[src/rtl/rom_writer.sv]
// Programmer for bipolar fuse PROMs (IP3604 / IP3601): verify the addressed word,
// then blow missing fuses one at a time, re-verifying after every pulse.
module rom_writer #(
  parameter int DATA_WIDTH     = 8,
  parameter int ADDRESS_WIDTH  = 9,
  parameter int SETTLE_CYCLES  = 4,
  parameter int SETUP_CYCLES   = 4,
  parameter int PULSE_CYCLES   = 16,
  parameter int RECOVER_CYCLES = 8,
  parameter int MAX_PULSES     = 32
) (
  input  logic                     clk,
  input  logic                     reset_n,
  input  logic                     start,
  input  logic [ADDRESS_WIDTH-1:0] write_address,
  input  logic [DATA_WIDTH-1:0]    write_data,
  input  logic [DATA_WIDTH-1:0]    data_line_in,
  output logic [ADDRESS_WIDTH-1:0] address_line,
  output logic [3:0]               operation,
  output logic [DATA_WIDTH-1:0]    program_strobe,
  output logic                     vpp_enable,
  output logic                     busy,
  output logic                     done,
  output logic [1:0]               error_code,
  output logic [DATA_WIDTH-1:0]    read_data
);

  localparam int MAX_A = (SETTLE_CYCLES > SETUP_CYCLES) ? SETTLE_CYCLES : SETUP_CYCLES;
  localparam int MAX_B = (PULSE_CYCLES > RECOVER_CYCLES) ? PULSE_CYCLES : RECOVER_CYCLES;
  localparam int MAX_CYCLES = (MAX_A > MAX_B) ? MAX_A : MAX_B;
  localparam int COUNT_WIDTH = $clog2(MAX_CYCLES + 1);
  localparam int PULSE_COUNT_WIDTH = $clog2(MAX_PULSES + 1);
  localparam int INDEX_WIDTH = (DATA_WIDTH > 1) ? $clog2(DATA_WIDTH) : 1;

  typedef enum logic [2:0] {
    IDLE, VERIFY, SETUP, PULSE, RECOVER, DONE
  } state_t;

  state_t                       state;
  state_t                       state_next;
  logic [COUNT_WIDTH-1:0]       cycle_count;
  logic [PULSE_COUNT_WIDTH-1:0] pulse_count;
  logic [ADDRESS_WIDTH-1:0]     address_reg;
  logic [DATA_WIDTH-1:0]        target_reg;
  logic [INDEX_WIDTH-1:0]       bit_select;
  logic [INDEX_WIDTH-1:0]       lowest_index;
  logic [DATA_WIDTH-1:0]        missing;
  logic                         settle_last;
  logic                         setup_last;
  logic                         pulse_last;
  logic                         recover_last;
  logic                         unprogrammable;
  logic                         matched;
  logic                         limit_reached;

  assign settle_last  = cycle_count == COUNT_WIDTH'(SETTLE_CYCLES - 1);
  assign setup_last   = cycle_count == COUNT_WIDTH'(SETUP_CYCLES - 1);
  assign pulse_last   = cycle_count == COUNT_WIDTH'(PULSE_CYCLES - 1);
  assign recover_last = cycle_count == COUNT_WIDTH'(RECOVER_CYCLES - 1);

  // A readback 1 where the target wants 0 is a blown fuse that can never be undone.
  assign missing        = target_reg & ~data_line_in;
  assign unprogrammable = |(data_line_in & ~target_reg);
  assign matched        = data_line_in == target_reg;
  assign limit_reached  = pulse_count == PULSE_COUNT_WIDTH'(MAX_PULSES);
  assign address_line   = address_reg;

  always_comb begin
    lowest_index = '0;
    for (int i = DATA_WIDTH - 1; i >= 0; i--) begin
      if (missing[i]) lowest_index = INDEX_WIDTH'(i);
    end
  end

  always_ff @(posedge clk) begin
    if (!reset_n) begin
      state       <= IDLE;
      cycle_count <= '0;
    end else begin
      state <= state_next;
      if (state_next != state || state == IDLE) cycle_count <= '0;
      else cycle_count <= cycle_count + COUNT_WIDTH'(1);
    end
  end

  always_comb begin
    state_next = state;
    unique case (state)
      IDLE:    if (start) state_next = VERIFY;
      VERIFY:  if (settle_last) begin
                 if (unprogrammable || matched || limit_reached) state_next = DONE;
                 else state_next = SETUP;
               end
      SETUP:   if (setup_last) state_next = PULSE;
      PULSE:   if (pulse_last) state_next = RECOVER;
      RECOVER: if (recover_last) state_next = VERIFY;
      DONE:    state_next = IDLE;
      default: state_next = IDLE;
    endcase
  end

  always_ff @(posedge clk) begin
    if (!reset_n) begin
      address_reg <= '0;
      target_reg  <= '0;
      pulse_count <= '0;
      bit_select  <= '0;
      error_code  <= 2'b00;
      read_data   <= '0;
    end else begin
      case (state)
        IDLE: if (start) begin
          address_reg <= write_address;
          target_reg  <= write_data;
          pulse_count <= '0;
          error_code  <= 2'b00;
        end
        VERIFY: if (settle_last) begin
          read_data <= data_line_in;
          if (unprogrammable) error_code <= 2'b01;
          else if (matched) error_code <= 2'b00;
          else if (limit_reached) error_code <= 2'b10;
          else bit_select <= lowest_index;
        end
        SETUP: if (setup_last) pulse_count <= pulse_count + PULSE_COUNT_WIDTH'(1);
        default: ;
      endcase
    end
  end

  always_comb begin
    operation      = 4'b1111;
    vpp_enable     = 1'b0;
    program_strobe = '0;
    busy           = 1'b1;
    done           = 1'b0;
    unique case (state)
      IDLE:    busy = 1'b0;
      VERIFY:  operation = 4'b0000;
      SETUP:   begin
                 operation  = 4'b1110;
                 vpp_enable = 1'b1;
               end
      PULSE:   begin
                 operation      = 4'b1110;
                 vpp_enable     = 1'b1;
                 program_strobe = DATA_WIDTH'(1) << bit_select;
               end
      RECOVER: operation = 4'b1110;
      DONE:    done = 1'b1;
      default: busy = 1'b0;
    endcase
  end

endmodule
[config.mk]
export PLATFORM = sky130hd
export DESIGN_NAME = rom_writer
export DESIGN_NICKNAME = d
export VERILOG_FILES = /design/src/rtl/rom_writer.sv
export SDC_FILE = /design/constraint.sdc
export NUM_CORES = 1
export LEC_CHECK = 0
export CAP_MARGIN = 30
export CORE_UTILIZATION = 45
export CTS_BUF_LIST = sky130_fd_sc_hd__clkbuf_4
export DETAILED_ROUTE_END_ITERATION = 8
export PLACE_DENSITY = 0.84
export SLEW_MARGIN = 20
export SYNTH_ARGS = -nofsm -noshare
export SYNTH_HDL_FRONTEND = slang
export SYNTH_SLANG_ARGS = --single-unit
[constraint.sdc]
create_clock -name clk -period 2.5 [get_ports clk]
set_clock_uncertainty 0.15 [all_clocks]
set_input_delay 0.375 -clock clk [delete_from_list [all_inputs] [get_ports clk]]
set_output_delay 0.375 -clock clk [all_outputs]
set_load 0.05 [all_outputs]
Yosys cells after proc, flatten, opt, wreduce, memory -nomap -nowiden
Index checks and enable logic that the tools add are counted.
W data, S select, Z words.
{ "totals": {"out_inout_bits": 34, "romBits": 0, "elab_cells": 79, "input_bits": 28, "latch_bits": 0, "regBits": 44, "ramBits": 0, "n_memories": 0} }
{ "classes": {"mux": 29, "n_bitwise": 8, "div_mod_pow": 0, "reduce_logical": 16, "eq_ne": 15, "addsub": 2, "shifts": 1, "mul": 0, "magnitude_cmp": 0} }
{ "ops": {"columns": ["op", "n"], "rows": [
  ["$mux W3", 14],
  ["$and A8 B8 Y8", 2],
  ["$not A8 Y8", 2],
  ["$pmux W3 S5", 1],
  ["$mux W6", 2],
  ["$pmux W6 S2", 1],
  ["$mux W2", 5],
  ["$eq A8 B8 Y1", 1],
  ["$mux W8", 1],
  ["$pmux W4 S2", 1],
  ["$reduce_or A8 Y1", 1],
  ["$shl A1 B3 Y8 const A", 1],
  ["$add A6 B1 Y6 const B", 1],
  ["$eq A3 B2 Y1 const B", 2],
  ["$eq A3 B3 Y1 const B", 2],
  ["$eq A6 B6 Y1 const B", 1],
  ["$ne A2 B2 Y1 const B", 3],
  ["$add A5 B1 Y5 const B", 1],
  ["$eq A5 B2 Y1 const B", 1],
  ["$eq A5 B3 Y1 const B", 1],
  ["$eq A5 B4 Y1 const B", 1],
  ["$reduce_and A5 Y1", 1],
  ["$reduce_or A5 Y1", 1],
  ["$ne A4 B4 Y1 const B", 1],
  ["other kinds (13)", 23]
]} }

Logic depth before layout (Yosys ltp)
Gate-level depths: netlist (run 1).
{ "depth": {"depth_word": 11, "mapped_depth": 7, "ltp_nobuf": 7} }

Worst setup path before layout (run 1)
OpenSTA, ideal clock, no wires.
{ "synth_path": {"kind": "reg2out", "startpoint": "reg state[2]", "endpoint": "out busy", "arrival_time_ns": 2.556, "required_time_ns": 1.975, "n_path_buf": 1, "path_stages_with_launch": 5, "setup_slack_ns": -0.581, "cell_sequence": "dfxtp_1 > clkbuf_1 > inv_1 > xnor2_1 > o21ai_0"} }
{ "synth_via": {"elab_chain_cells": 3} }
{ "synth_rtl": {"columns": ["item", "line", "text"], "rows": [
  ["from (decl)", "39", "state_t state;"],
  ["from (signal assigned)", "80", "state <= state_next;"],
  ["$eq A3 B3 Y1 (tied with other cells)", "137", "unique case (state)"],
  ["$reduce_or A5 Y1 (no line) *", null, null],
  ["$mux W1 *", "137", null],
  ["to (decl)", "22", "output logic busy,"]
]} }
Every way passes the cells marked *; elsewhere a longest branch is shown, timed or not.

Worst setup path after layout (run 1)
{ "layout_path": {"startpoint": "reg state[2]", "endpoint": "out program_strobe[0]"} }
{ "layout_via": {"elab_chain_cells": 2} }
{ "layout_rtl": {"columns": ["item", "line", "text"], "rows": [
  ["$eq A3 B2 Y1", "137", null],
  ["$mux W8", "137", null],
  ["to (decl)", "20", "output logic [DATA_WIDTH-1:0] program_strobe,"]
]} }
No other way between the ends.

==> impl_metrics.toml, run 1 <==
[logic_synthesis]
yosysSeqAreaShare = 0.371
yosysMostFrequentCell = "nand2_1"
yosys-top-cells-area = "dfxtp_1 37%, ha_1 11%, nand2_1 9.9%"
syn-mean-instance-area_um2 = 7.85
synth_commonest_cells = "63 x nand2_1, 44 x dfxtp_1, 39 x a21oi_1"
syn_nets = 351
synth-edff-count = 0
yosys_register_bits = 44
netlist.area_leader.share = 0.371
syn_inst = 303
yosysWarnings = 0
async_reset_ff_frac = 0
synthesis.area_mm2 = 0.00238
synth_top_area_cell = "dfxtp_1"
synth.distinct_cells = 43
ys.flop_type = "dfxtp_1"

[sta]
setup_viol = 0
rsz0062_at_grt = "no"
slew_headroom = 0.642
hold_viol = 0
slew_violations = 0
min_period_ps = 2340
fmax_mhz = 427
timing.final.crit_share = 0.938
tightestPinTransition_ps = 531

[worst_setup_path]
r2r_end = "bit_select[0]"
cp.required_ps = 1980
slowest_delay_ps = 420
reg2reg_depth = 5
cp_num_buf_inv = 1
crit_arrival_ps = 1820
crit_fanout = 12
worst_setup_path_start_kind = "flop"
crit_chain = "nand2b_1 > or3_1 > nor3_2 > buf_12"
worstSetupEndpoint = "program_strobe[0]"
setup.worst_path.start = "state[2]"
cpMaxStageDelayCell = "dfxtp_2"
endpoint_kind = "output port"
r2r-start = "cycle_count[0]"
critical_path_class = "reg2out"
worst-path-stages = 4
critPathTopFamily = "simple AND/OR/NAND/NOR gates"
rrSetupSlack_ps = 260

[grt]
grt_pass1_vias = 2221
antenna_found_initial = 0
grt_use_total = 0.220
grt_pass1_wl_um = 9450
grt_max_degree = 33
gr-total-overflow = 0

[floorplan]
num_rows = 26
die_x_um = 74.7
dieHeight_um = 74.7
core_area_mm2 = 0.00511
die_area_mm2 = 0.00558
initial_core_util = 0.465
pin_count = 62

[place]
place_inst = 436
place_congestion = 0.890
hpwl_um = 4380
portBuffers = 61

[routing]
ant_nets = 0
route.detailed.drc = 0
firstDrtPassIters = 4
totalWireLength_um = 5720
num_vias = 2344
drt-initial-drc-count = 134
routedWlPerCell_um = 12.9
vias_per_cell = 5.28

[final_layout]
nets = 421
postLayoutCoreUtil = 0.646
final_layout_size_suffix_gt1_frac = 0.131
syn_to_final_growth_pct = 38.7
antenna_cells = 0
largest_register_ffs = 9
final_cell_count_no_fill = 444
n_fill_cell = 434

[cts]
cts_sinks = 44
clk_path_buf_depth = 2
clk_pin_slew_worst_paths_ps = 140
clk_latency_ps = 360
cts_tree = "done"
cts_buffers = 5
clock-root-buffer = "clkbuf_4"
cts_htree_levels = 2
hold_buffers = 0

[power]
p_leak_uw = 0.00126
powerDensity_mw_per_mm2 = 441
max-vdd-ir-drop_v = 0.000362

[flow_run]
cap_violations = 0

[worst_hold_path]
hold_path.class = "reg2reg"

[run_status]
outcome = "finished clean"
==> layout make-up <==
cell class                 count  area, µm²  share of cell area
clock buffer                   5       37.5              0.0114
multi-input combinational    218       1360               0.412
inverter                      28        105              0.0319
timing repair buffer          76        786               0.238
tap                           70       87.6              0.0266
sequential                    44        882               0.267
clock inverter                 3       42.5              0.0129
==> how the worst min path moves through the flow <==
stage	start	endpoint	slack, ps	cells past startpoint
after CTS	address_line[3]	address_line[3]	310	2
final	read_data[7]	read_data[7]	310	2
after floorplan	cycle_count[0]	cycle_count[0]	280	1
after detailed placement	address_line[4]	address_line[4]	300	2
after global placement	address_line[6]	address_line[6]	290	2
after global routing	address_line[2]	address_line[2]	330	2
==> power by group <==
part	internal [µW]	leakage [µW]	switching, µW	total, µW
Combinational	113	0.000859	160	273
Clock	209	0.0000428	236	445
Sequential	721	0.000358	14.1	736
==> worst reg2reg max path, cell delays in order (launching register included) <==
cell and delay (ps):
dfxtp_1 380, ha_1 250, or4b_1 610, a211o_1 380
a2111o_1 300, a21oi_1 130
==> layout by cell type, fill, tap and decap left out, types with 5 or more instances in the layout <==
cell              n
dfxtp_1          43
nand2_1          63
ha_1             20
nor4_1            7
nand4_1           7
clkdlybuf4s50_1  46
o21ai_0          10
buf_12            8
inv_1            28
buf_4            22
a21oi_1          39
clkbuf_4          5
nor2_1           16
==> per-layer routing <==
metal | vias up | track usage | routed length (µm) | part of all wire
met5 | - | 0 | 0 | 0
met4 | 0 | 0.101 | 154 | 0.027
met3 | 17 | 0.0522 | 396 | 0.069
met2 | 93 | 0.363 | 2630 | 0.46
met1 | 1044 | 0.273 | 2540 | 0.44
li1 | 1190 | - | - | -
==> per-stage QoR <==
step | hold WS [ps] | instance area [µm²] | total power [µW] | setup TNS, ps | setup WS [ps]
after floorplan | 283 | 2400 | 909 | -423 | -141
after global placement | 291 | 3210 | 1010 | -451 | -116
after detailed placement | 296 | 3210 | 1020 | -684 | -164
after CTS | 313 | 3290 | 1460 | 0 | 73.5
after global routing | 331 | 3300 | 1520 | 0 | 32.9
final | 313 | 3300 | 1450 | 0 | 156
==> cell families after synthesis <==
group / Yosys count / share of synthesized area
AO/OA/AOI/OAI: 71 / 0.177
XOR/XNOR: 3 / 0.0111
adder cells (fa/ha/maj): 20 / 0.105
buffers and inverters: 41 / 0.0721
flip-flops: 44 / 0.371
multiplexers: 1 / 0.00421
AND/OR/NAND/NOR: 123 / 0.260
==> repair_timing <==
action,CTS,global route
buffers inserted,0,0
setup endpoints to repair,0,8
resized for setup,0,3
hold endpoints to repair,0,0
No activity file was read; power rests on OpenSTA's default activity.
==> run 2, diff against run 1 <==
CAP_MARGIN = 20   (was 30)
HOLD_SLACK_MARGIN = 0.05   (was not set)
==> results of run 2 <==
Same layout as run 1: the final DEF is identical, and so are final timing and power.
==> run 3, diff against run 2 <==
HOLD_SLACK_MARGIN = 0.02   (was 0.05)
RECOVER_POWER = 50   (was not set)
==> impl_metrics.toml, run 3 (same netlist as run 1, synthesis figures left out) <==
[cts]
clock-root-buffer = "clkbuf_4"
clk_latency_ps = 350
clk_pin_slew_worst_paths_ps = 130
cts_sinks = 44
cts_htree_levels = 2
cts_tree = "done"
cts_buffers = 5
clk_path_buf_depth = 2
post_cts_buffers = 0

[final_layout]
final_cell_area_mm2 = 0.00328
final_layout_size_suffix_gt1_frac = 0.120
syn_to_final_growth_pct = 38.2
final_cell_mix = "63 x nand2_1, 43 x dfxtp_1, 39 x a21oi_1"
postLayoutCoreUtil = 0.643
final_common_cell = "nand2_1"
n_fill_cell = 438
largest_register_ffs = 9
nets = 421
final_cell_count_no_fill = 444
antenna_cells = 0

[sta]
slew_headroom = 0.485
setup_viol = 0
timing.final.crit_share = 0.934
worst_hold_slack_ps = 310
min_period_ps = 2330
tightestPinTransition_ps = 772
setup-tns-final_ps = 0
slew_violations = 0
fmax_mhz = 428
rsz0062_at_grt = "no"
hold_viol = 0

[routing]
firstDrtPassIters = 5
vias_per_cell = 5.23
totalWireLength_um = 5700
num_vias = 2323
route.detailed.drc = 0
ant_nets = 0
drt-initial-drc-count = 148
routedWlPerCell_um = 12.8

[grt]
antenna_found_initial = 0
grt_pass1_vias = 2221
grt_pass1_wl_um = 9450
gr-total-overflow = 0
grt_max_degree = 33
grt_use_total = 0.220

[worst_setup_path]
critical_path_class = "reg2out"
rrSetupSlack_ps = 220
reg2reg_depth = 5
crit_chain = "nand2b_1 > or3_1 > nor3_2 > buf_12"
crit_arrival_ps = 1810
worst_setup_path_start_kind = "flop"
slowest_delay_ps = 410
r2r-start = "state[1]"
cpMaxStageDelayCell = "dfxtp_2"
r2r_end = "pulse_count[5]"
crit_fanout = 12
cp.required_ps = 1980
endpoint_kind = "output port"

[floorplan]
num_rows = 26
die_area_mm2 = 0.00558
die_x_um = 74.7
core_area_mm2 = 0.00511
initial_core_util = 0.465
pin_count = 62
dieHeight_um = 74.7

[worst_hold_path]
holdCritStartpoint = "read_data[7]"
hold_depth = 2
hold_path_end = "read_data[7]"
hold_path.class = "reg2reg"

[place]
place_inst = 436
place_congestion = 0.890
placed_area_mm2 = 0.00321
portBuffers = 61
hpwl_um = 4380

[flow_run]
cap_violations = 0

[run_status]
outcome = "finished clean"

[power]
p_leak_uw = 0.00127
powerDensity_mw_per_mm2 = 440
max-vdd-ir-drop_v = 0.000358
## run 3: cell count changes in the layout (fill, tap and decap cells not counted)
cell / delta
buf_4: -3
clkbuf_1: +3
dlygate4sd3_1: +8
nor2_1: +1
clkdlybuf4s50_1: -8
nor2_2: -1
## run 3: area by class of cell
class                           count  area, µm²  area share
Clock buffer                        5       37.5      0.0114
Clock inverter                      3       42.5      0.0130
Inverter                           28        105      0.0320
Multi-Input combinational cell    218       1360       0.413
Sequential cell                    44        882       0.269
Tap cell                           70       87.6      0.0267
Timing Repair Buffer               76        774       0.236
## run 3: per-stage QoR
stage	total power, µW	setup slack [ps]
finish	1450	166
detailed placement	1020	-164
global route	1510	33.1
floorplan	909	-141
CTS	1460	73.5
global placement	1010	-116
## run 3: timing repair
item / in CTS / in global routing
gates resized for setup: 0 / 3
endpoints found under the setup margin: 0 / 8
endpoints found under the hold margin: 0 / 0
hold buffers: 0 / 0
## run 3: worst max-delay path, delay by kind of cell (launching register included)
family	cells	cell delay [ps]
AND/OR/NAND/NOR	3	870
buffers and inverters	1	170
flip-flops	1	410
## run 3: worst max-delay path by stage
stage / to / slack [ps] / start / cells past startpoint
2_1_floorplan: program_strobe[5] / -140 / state[1] / 5
3_3_place_gp: cycle_count[2] / -120 / data_line_in[1] / 8
3_5_place_dp: cycle_count[1] / -160 / data_line_in[0] / 8
4_1_cts: program_strobe[1] / 70 / state[2] / 4
5_1_grt: program_strobe[3] / 30 / state[2] / 4
6_report: program_strobe[0] / 170 / state[2] / 4
## run 3: layer usage
metal  part of all wire  GRT usage  vias up
met1               0.45      0.273     1024
met5                  0          0        -
met4              0.028      0.101        0
met3              0.066     0.0522       17
li1                   -          -     1190
met2               0.46      0.363       92
## run 3: report_power, final
group / total (µW) / internal [µW] / switching [µW]
Sequential: 735 / 721 / 13.7
Clock: 441 / 209 / 232
Combinational: 270 / 110 / 160
